### config.mk
export PLATFORM = sky130hd
export DESIGN_NAME = fft_twiddle_rotator
export DESIGN_NICKNAME = d
export VERILOG_FILES = /design/src/rtl/fft_twiddle_rotator.sv
export SDC_FILE = /design/constraint.sdc
export NUM_CORES = 2
export LEC_CHECK = 0
export BUFFER_PORTS_ARGS = -buffer_cell sky130_fd_sc_hd__buf_4
export CAP_MARGIN = 20
export CORE_ASPECT_RATIO = 0.75
export CORE_UTILIZATION = 65
export CTS_BUF_LIST = sky130_fd_sc_hd__clkbuf_16
export DETAILED_ROUTE_END_ITERATION = 16
export PLACE_DENSITY_LB_ADDON = 0.1
export RECOVER_POWER = 100
export SLEW_MARGIN = 20
export SYNTH_ARGS = -nofsm -noshare
export SYNTH_HDL_FRONTEND = slang
export SYNTH_SLANG_ARGS = --single-unit
### constraint.sdc
create_clock -name clk -period 10.7 [get_ports clk]
set_clock_uncertainty 0.2 [all_clocks]
set_input_delay 1.07 -clock clk [delete_from_list [all_inputs] [get_ports clk]]
set_output_delay 1.07 -clock clk [all_outputs]
set_load 0.005 [all_outputs]
### src/rtl/fft_twiddle_rotator.sv
`default_nettype none
// ============================================================================
// Module   : fft_twiddle_rotator
// Purpose  : Inter-stage twiddle multiplier for a pipelined FFT. Generates the
//            twiddle ROM addresses from the natural-order sample index. It then
//            multiplies each complex sample by W_N^e, where e = (r*c) mod N.
//            Results are rounded half-up from Q2.16 back to DW bits.
// Options  : TWR_SAT_EN - saturate results and pulse ovf (default: wrap)
// Revision : 1.0 - initial release
// ============================================================================
module fft_twiddle_rotator #(
    parameter int DW      = 16,
    parameter int TW      = 18,
    parameter int N       = 16,
    parameter int R       = 4,
    parameter int AW      = 9,
    parameter int ROM_LAT = 1
) (
    input  logic          clk,
    input  logic          rst_n,
    input  logic          in_valid,
    input  logic          in_sop,
    input  logic [DW-1:0] in_re,
    input  logic [DW-1:0] in_im,
    output logic [AW-1:0] rom_addra,
    output logic [AW-1:0] rom_addrb,
    input  logic [TW-1:0] rom_doa,
    input  logic [TW-1:0] rom_dob,
    output logic          out_valid,
    output logic          out_sop,
    output logic [DW-1:0] out_re,
    output logic [DW-1:0] out_im,
    output logic          ovf
);

    localparam int c_LOGN  = $clog2(N);
    localparam int c_LOGB  = $clog2(N / R);
    localparam int c_SHIFT = 8 - c_LOGN;
    localparam int c_PW    = DW + TW;
    localparam int c_FW    = DW + TW + 1;
    localparam logic [c_LOGN-1:0] c_RMASK = c_LOGN'(N / R - 1);

    // ------------------------------------------------------------------
    // Exponent generation: r_cnt/r_e/r_step describe the *next* sample.
    // ------------------------------------------------------------------
    logic [c_LOGN-1:0] r_cnt, r_e, r_step;
    logic [c_LOGN-1:0] w_s_cur, w_e_cur, w_step_cur;
    logic [c_LOGN-1:0] w_s_nxt, w_c_nxt, w_e_nxt, w_step_nxt;
    logic              w_blk_start;
    logic [AW-1:0]     w_addr, r_addra, r_addrb;

    // Current-sample index/exponent (sop restarts the frame) and next-sample update
    always_comb begin
        w_s_cur     = in_sop ? '0 : r_cnt;
        w_e_cur     = in_sop ? '0 : r_e;
        w_step_cur  = in_sop ? '0 : r_step;
        w_s_nxt     = w_s_cur + c_LOGN'(1);
        w_blk_start = ((w_s_nxt & c_RMASK) == '0);
        w_c_nxt     = w_s_nxt >> c_LOGB;
        w_e_nxt     = w_blk_start ? '0 : (w_e_cur + w_step_cur);
        w_step_nxt  = w_blk_start ? w_c_nxt : w_step_cur;
        w_addr      = AW'(w_e_cur) << c_SHIFT;
    end

    // Stage A: counters advance and ROM addresses register only on valid samples
    always_ff @(posedge clk or negedge rst_n) begin
        if (!rst_n) begin
            r_cnt   <= '0;
            r_e     <= '0;
            r_step  <= '0;
            r_addra <= '0;
            r_addrb <= '0;
        end else if (in_valid) begin
            r_cnt   <= w_s_nxt;
            r_e     <= w_e_nxt;
            r_step  <= w_step_nxt;
            r_addra <= w_addr;
            r_addrb <= w_addr + AW'(256);
        end
    end

    // ------------------------------------------------------------------
    // Data delay line: index 0 is stage A, index ROM_LAT meets ROM data.
    // ------------------------------------------------------------------
    logic signed [DW-1:0] r_d_re  [0:ROM_LAT];
    logic signed [DW-1:0] r_d_im  [0:ROM_LAT];
    logic                 r_d_vld [0:ROM_LAT];
    logic                 r_d_sop [0:ROM_LAT];

    // Capture the sample alongside its address, then age it through the ROM latency
    always_ff @(posedge clk or negedge rst_n) begin
        if (!rst_n) begin
            for (int i = 0; i <= ROM_LAT; i++) begin
                r_d_re[i]  <= '0;
                r_d_im[i]  <= '0;
                r_d_vld[i] <= 1'b0;
                r_d_sop[i] <= 1'b0;
            end
        end else begin
            r_d_re[0]  <= $signed(in_re);
            r_d_im[0]  <= $signed(in_im);
            r_d_vld[0] <= in_valid;
            r_d_sop[0] <= in_valid & in_sop;
            for (int i = 1; i <= ROM_LAT; i++) begin
                r_d_re[i]  <= r_d_re[i-1];
                r_d_im[i]  <= r_d_im[i-1];
                r_d_vld[i] <= r_d_vld[i-1];
                r_d_sop[i] <= r_d_sop[i-1];
            end
        end
    end

    // ------------------------------------------------------------------
    // Stage M: four real products, operands sign-extended to full width
    // ------------------------------------------------------------------
    logic signed [c_PW-1:0] w_a, w_b, w_c, w_d;
    logic signed [c_PW-1:0] r_m_ac, r_m_bd, r_m_ad, r_m_bc;
    logic                   r_m_vld, r_m_sop;

    assign w_a = c_PW'(r_d_re[ROM_LAT]);
    assign w_b = c_PW'(r_d_im[ROM_LAT]);
    assign w_c = c_PW'($signed(rom_doa));
    assign w_d = c_PW'($signed(rom_dob));

    // Register the partial products together with their qualifiers
    always_ff @(posedge clk or negedge rst_n) begin
        if (!rst_n) begin
            r_m_ac  <= '0;
            r_m_bd  <= '0;
            r_m_ad  <= '0;
            r_m_bc  <= '0;
            r_m_vld <= 1'b0;
            r_m_sop <= 1'b0;
        end else begin
            r_m_ac  <= w_a * w_c;
            r_m_bd  <= w_b * w_d;
            r_m_ad  <= w_a * w_d;
            r_m_bc  <= w_b * w_c;
            r_m_vld <= r_d_vld[ROM_LAT];
            r_m_sop <= r_d_sop[ROM_LAT];
        end
    end

    // ------------------------------------------------------------------
    // Stage S: combine, round half-up, reduce to DW bits
    // ------------------------------------------------------------------
    logic signed [c_FW-1:0] w_re_full, w_im_full, w_re_rnd, w_im_rnd;
    logic [DW-1:0]          w_re_q, w_im_q;
    logic                   w_ovf;

    assign w_re_full = c_FW'(r_m_ac) - c_FW'(r_m_bd);
    assign w_im_full = c_FW'(r_m_ad) + c_FW'(r_m_bc);
    assign w_re_rnd  = (w_re_full + c_FW'(32768)) >>> 16;
    assign w_im_rnd  = (w_im_full + c_FW'(32768)) >>> 16;

`ifdef TWR_SAT_EN
    localparam logic signed [c_FW-1:0] c_MAX = (c_FW'(1) <<< (DW - 1)) - c_FW'(1);
    localparam logic signed [c_FW-1:0] c_MIN = -c_MAX - c_FW'(1);
    logic w_re_ovf, w_im_ovf;

    // Clamp each component to the DW-bit range and flag any clamping
    always_comb begin
        w_re_ovf = (w_re_rnd > c_MAX) || (w_re_rnd < c_MIN);
        w_im_ovf = (w_im_rnd > c_MAX) || (w_im_rnd < c_MIN);
        w_re_q   = w_re_ovf ? (w_re_rnd[c_FW-1] ? c_MIN[DW-1:0] : c_MAX[DW-1:0])
                            : w_re_rnd[DW-1:0];
        w_im_q   = w_im_ovf ? (w_im_rnd[c_FW-1] ? c_MIN[DW-1:0] : c_MAX[DW-1:0])
                            : w_im_rnd[DW-1:0];
        w_ovf    = w_re_ovf | w_im_ovf;
    end
`else
    logic w_unused_bits;

    // Two's-complement wrap: keep the low DW bits, overflow never reported
    always_comb begin
        w_re_q        = w_re_rnd[DW-1:0];
        w_im_q        = w_im_rnd[DW-1:0];
        w_ovf         = 1'b0;
        w_unused_bits = ^{w_re_rnd[c_FW-1:DW], w_im_rnd[c_FW-1:DW]};
    end
`endif

    logic          r_out_valid, r_out_sop, r_ovf;
    logic [DW-1:0] r_out_re, r_out_im;

    // Output register: data holds between valid samples, ovf is a per-sample pulse
    always_ff @(posedge clk or negedge rst_n) begin
        if (!rst_n) begin
            r_out_valid <= 1'b0;
            r_out_sop   <= 1'b0;
            r_ovf       <= 1'b0;
            r_out_re    <= '0;
            r_out_im    <= '0;
        end else begin
            r_out_valid <= r_m_vld;
            r_out_sop   <= r_m_sop;
            r_ovf       <= r_m_vld & w_ovf;
            if (r_m_vld) begin
                r_out_re <= w_re_q;
                r_out_im <= w_im_q;
            end
        end
    end

    assign rom_addra = r_addra;
    assign rom_addrb = r_addrb;
    assign out_valid = r_out_valid;
    assign out_sop   = r_out_sop;
    assign out_re    = r_out_re;
    assign out_im    = r_out_im;
    assign ovf       = r_ovf;

endmodule
`default_nettype wire

==> results.tsv <==
stage	metric	value	unit
run_status	run_status	finished with violations	
run_status	violations	capacitance limit, slew limit	
clock_tree	clock_tree.root_cell	clkbuf_16	
yosys	yosysWarnings	0	
yosys	yosysUniqueCellTypes	68	
global_routing	antenna_found_initial	16	
yosys	postSynthCellCount	5386	
yosys	synth_ff_type	dfrtp_1	
critical_path	critical_path_required	11010	ps
placed_design	hpwl	96.9	mm
clock_tree	numCtsBuffers	31	
worst_hold_path	hold_depth	0	
clock_tree	cts_max_level	1	
global_routing	grt_util_all_layers	32.5	%
finish	area_growth	4.72	%
yosys	ys_ff_latch	249	
yosys	ys_top_cells_by_area	fa_1 43%, dfrtp_1 12%, ha_1 11%, inv_1 9.4%, and2_1 6.7%	
drt	route.detailed.drc	0	
drt	dr_total_vias	35400	
critical_path	worst-r2r-setup-slack	3140	ps
die	dieArea	80500	um^2
timing	slew_headroom	-178	%
drt	dr.pass1.iters	5	
die	coreArea	78600	um^2
critical_path	crit_type	in -> reg	
timing	setup_viol	0	
clock_tree	cts.sinks	249	
yosys	synth_edf_count	0	
critical_path	crit_fanout	32	
drt	antenna_left	0	
critical_path	r2r_start	r_d_im[6]$_DFF_PN0_	
die	num_io_pins	125	
timing	drv_slew	244	
worst_hold_path	hp-class	reg -> reg	
finish	layout-drive-gt1-share	4.31	%
global_routing	grt-ovfl-total	0	
timing	min_period	8700	ps
timing	final_hold_viol_count	0	
clock_tree	insertion_delay	650	ps
yosys	syn_area_per_cell	9.58	um^2
critical_path	start_kind	primary input	
die	die_h	246	um
yosys	async_reset_ff_share	100	%
yosys	synth_area	51600	um^2
clock_tree	cts_hold_buf	0	
yosys	yosys.area.top_type	fa_1	
yosys	yosys.area.top_type_share	42.9	%
clock_tree	cts.clk_slew.worst_paths	60	ps
worst_hold_path	min_from	r_d_re[18]$_DFF_PN0_	
finish	final_cell_mix	1299 x inv_1, 1105 x fa_1, 596 x nand2_1	
drt	drt_iter0_markers	2409	
timing	max_freq	115	MHz
timing	worstMarginPinSlew	4180	ps
die	die_w	327	um
worst_hold_path	min_to	r_d_re[2]$_DFF_PN0_	
placed_design	place_congestion	0.918	
finish	layout_commonest_cell	inv_1	
placed_design	port_buffers	114	
die	num_rows	89	
critical_path	end_kind	register	
drt	wl_per_cell	19.5	um
timing	min_period_over_period	81.3	%
clock_tree	cts_buffer_depth	3	
critical_path	worst_ep_arrival_time	9010	ps
finish	nets	6961	
drt	routed_via_density	5.53	
global_routing	grt_pass1_vias	37900	
finish	fill_cells	6264	
critical_path	worstRegToRegCells	21	
finish	seqCellArea	6230	um^2
yosys	yosysSeqAreaShare	12.1	%
drt	wl	125	mm
global_routing	grt_pass1_wl	202	mm
run	cap_violations	6	
critical_path	worstReg2RegEnd	r_m_bc[30]$_DFF_PN0_	
timing	rsz0062_at_grt	no	
global_routing	grt_max_degree	70	
clock_tree	postCtsSetupRepairBufs	0	
clock_tree	ctsResizeCount	0	
die	start_util	65.6	%
timing	tns	0	ps
finish	multiInputGateArea	39500	um^2
clock_tree	cts_tree	done	
[cell type report]
type | instances | share of cell area [%]
sequential | 249 | 11.5
tap | 1046 | 2.42
clock buffer | 31 | 1.44
clock inverter | 26 | 0.482
timing repair buffer | 150 | 1.99
multi-input combinational | 3599 | 73.1
inverter | 1299 | 9.02
antenna | 3 | 0.0139
[sequential cells by signal (all words and copies together), names as in the netlist, 2 cells and up]
| signal | count |
|---|---|
| r_e | 4 |
| r_m_bd | 32 |
| rom_addrb | 2 |
| r_m_ac | 32 |
| out_re | 16 |
| r_d_re | 32 |
| out_im | 16 |
| r_step | 4 |
| rom_addra | 3 |
| r_d_im | 32 |
| r_d_vld | 2 |
| r_m_ad | 32 |
| r_m_bc | 32 |
| r_d_sop | 2 |
| r_cnt | 4 |
[worst max-delay path: stages]
cell	delay, ps
clkbuf_1	1370
nand2_1	210
fa_1	460
inv_1	110
fa_1	460
ha_1	210
fa_1	480
inv_1	50
fa_1	530
fa_1	520
inv_1	50
ha_1	310
o21ai_0	740
nor3_1	170
a221oi_1	450
a21oi_1	240
a221o_1	440
a2111oi_0	580
o21bai_1	160
a21o_1	210
xor2_1	140
[cell usage after synthesis, types with 3 or more instances]
master,count
a21o_1,59
nand3_1,27
buf_1,19
o21bai_1,21
or2_2,6
a21oi_1,94
buf_4,14
a21boi_0,4
nand4_1,10
or3_1,7
xor2_1,49
and3_1,27
clkbuf_1,215
nand2_1,596
ha_1,454
o2111ai_1,3
a22o_1,3
dfrtp_1,249
nor2_1,118
nor2b_1,15
inv_1,1298
o211ai_1,11
xnor2_1,149
nand2b_1,39
fa_1,1105
and4_1,5
nor3_1,17
and2_1,554
a211oi_1,19
nor4_1,6
o311ai_1,3
o31ai_1,7
mux2_2,32
a211o_1,10
o21a_1,15
a31oi_1,17
nand3b_1,4
nor3b_1,3
a21oi_2,4
o21ai_1,6
o21ai_0,58
[logic make-up after synthesis]
logic type               share of synthesized area [%]
AO/OA/AOI/OAI                                     4.72
XOR/XNOR                                          3.36
adder cells (fa/ha/maj)                           53.9
buffers and inverters                             11.4
flip-flops                                        12.1
multiplexers                                     0.718
other                                          0.00727
AND/OR/NAND/NOR                                   13.9
[worst max path at each step]
stage	start	endpoint	slack, ps
detailed placement	rom_doa[11]	r_m_bc[31]$_DFF_PN0_	3040
global route	rom_doa[0]	r_m_bc[30]$_DFF_PN0_	1800
floorplan	rom_dob[17]	r_m_bd[31]$_DFF_PN0_	3670
global placement	rom_doa[11]	r_m_bc[30]$_DFF_PN0_	3160
CTS	r_d_re[15]$_DFF_PN0_	r_m_ad[30]$_DFF_PN0_	3500
finish	rom_doa[0]	r_m_bc[30]$_DFF_PN0_	2000
[stage by stage]
step | hold WS, ps | utilization (%) | worst slack, ps | instance area [um^2] | instances
2_1_floorplan | 131 | - | 3670 | 51600 | 5395
3_3_place_gp | 131 | 67.5 | 3160 | 53100 | 6343
3_5_place_dp | 135 | 67.5 | 3040 | 53100 | 6343
4_1_cts | 145 | 68.9 | 3500 | 54100 | 6400
5_1_grt | 148 | 68.7 | 1800 | 54000 | 6400
6_report | 143 | 68.7 | 2000 | 54000 | 6403
[layer usage]
metal	up-vias	part of all wire, %	GRT usage (%)
li1	15700	-	-
met5	-	0.057	0
met4	10	2.1	7.31
met3	209	11	8.27
met2	1331	44	50.4
met1	18100	43	46.3
Power is not shown: default switching activity piles up to over one toggle a cycle in this logic, so the estimate is an artifact.
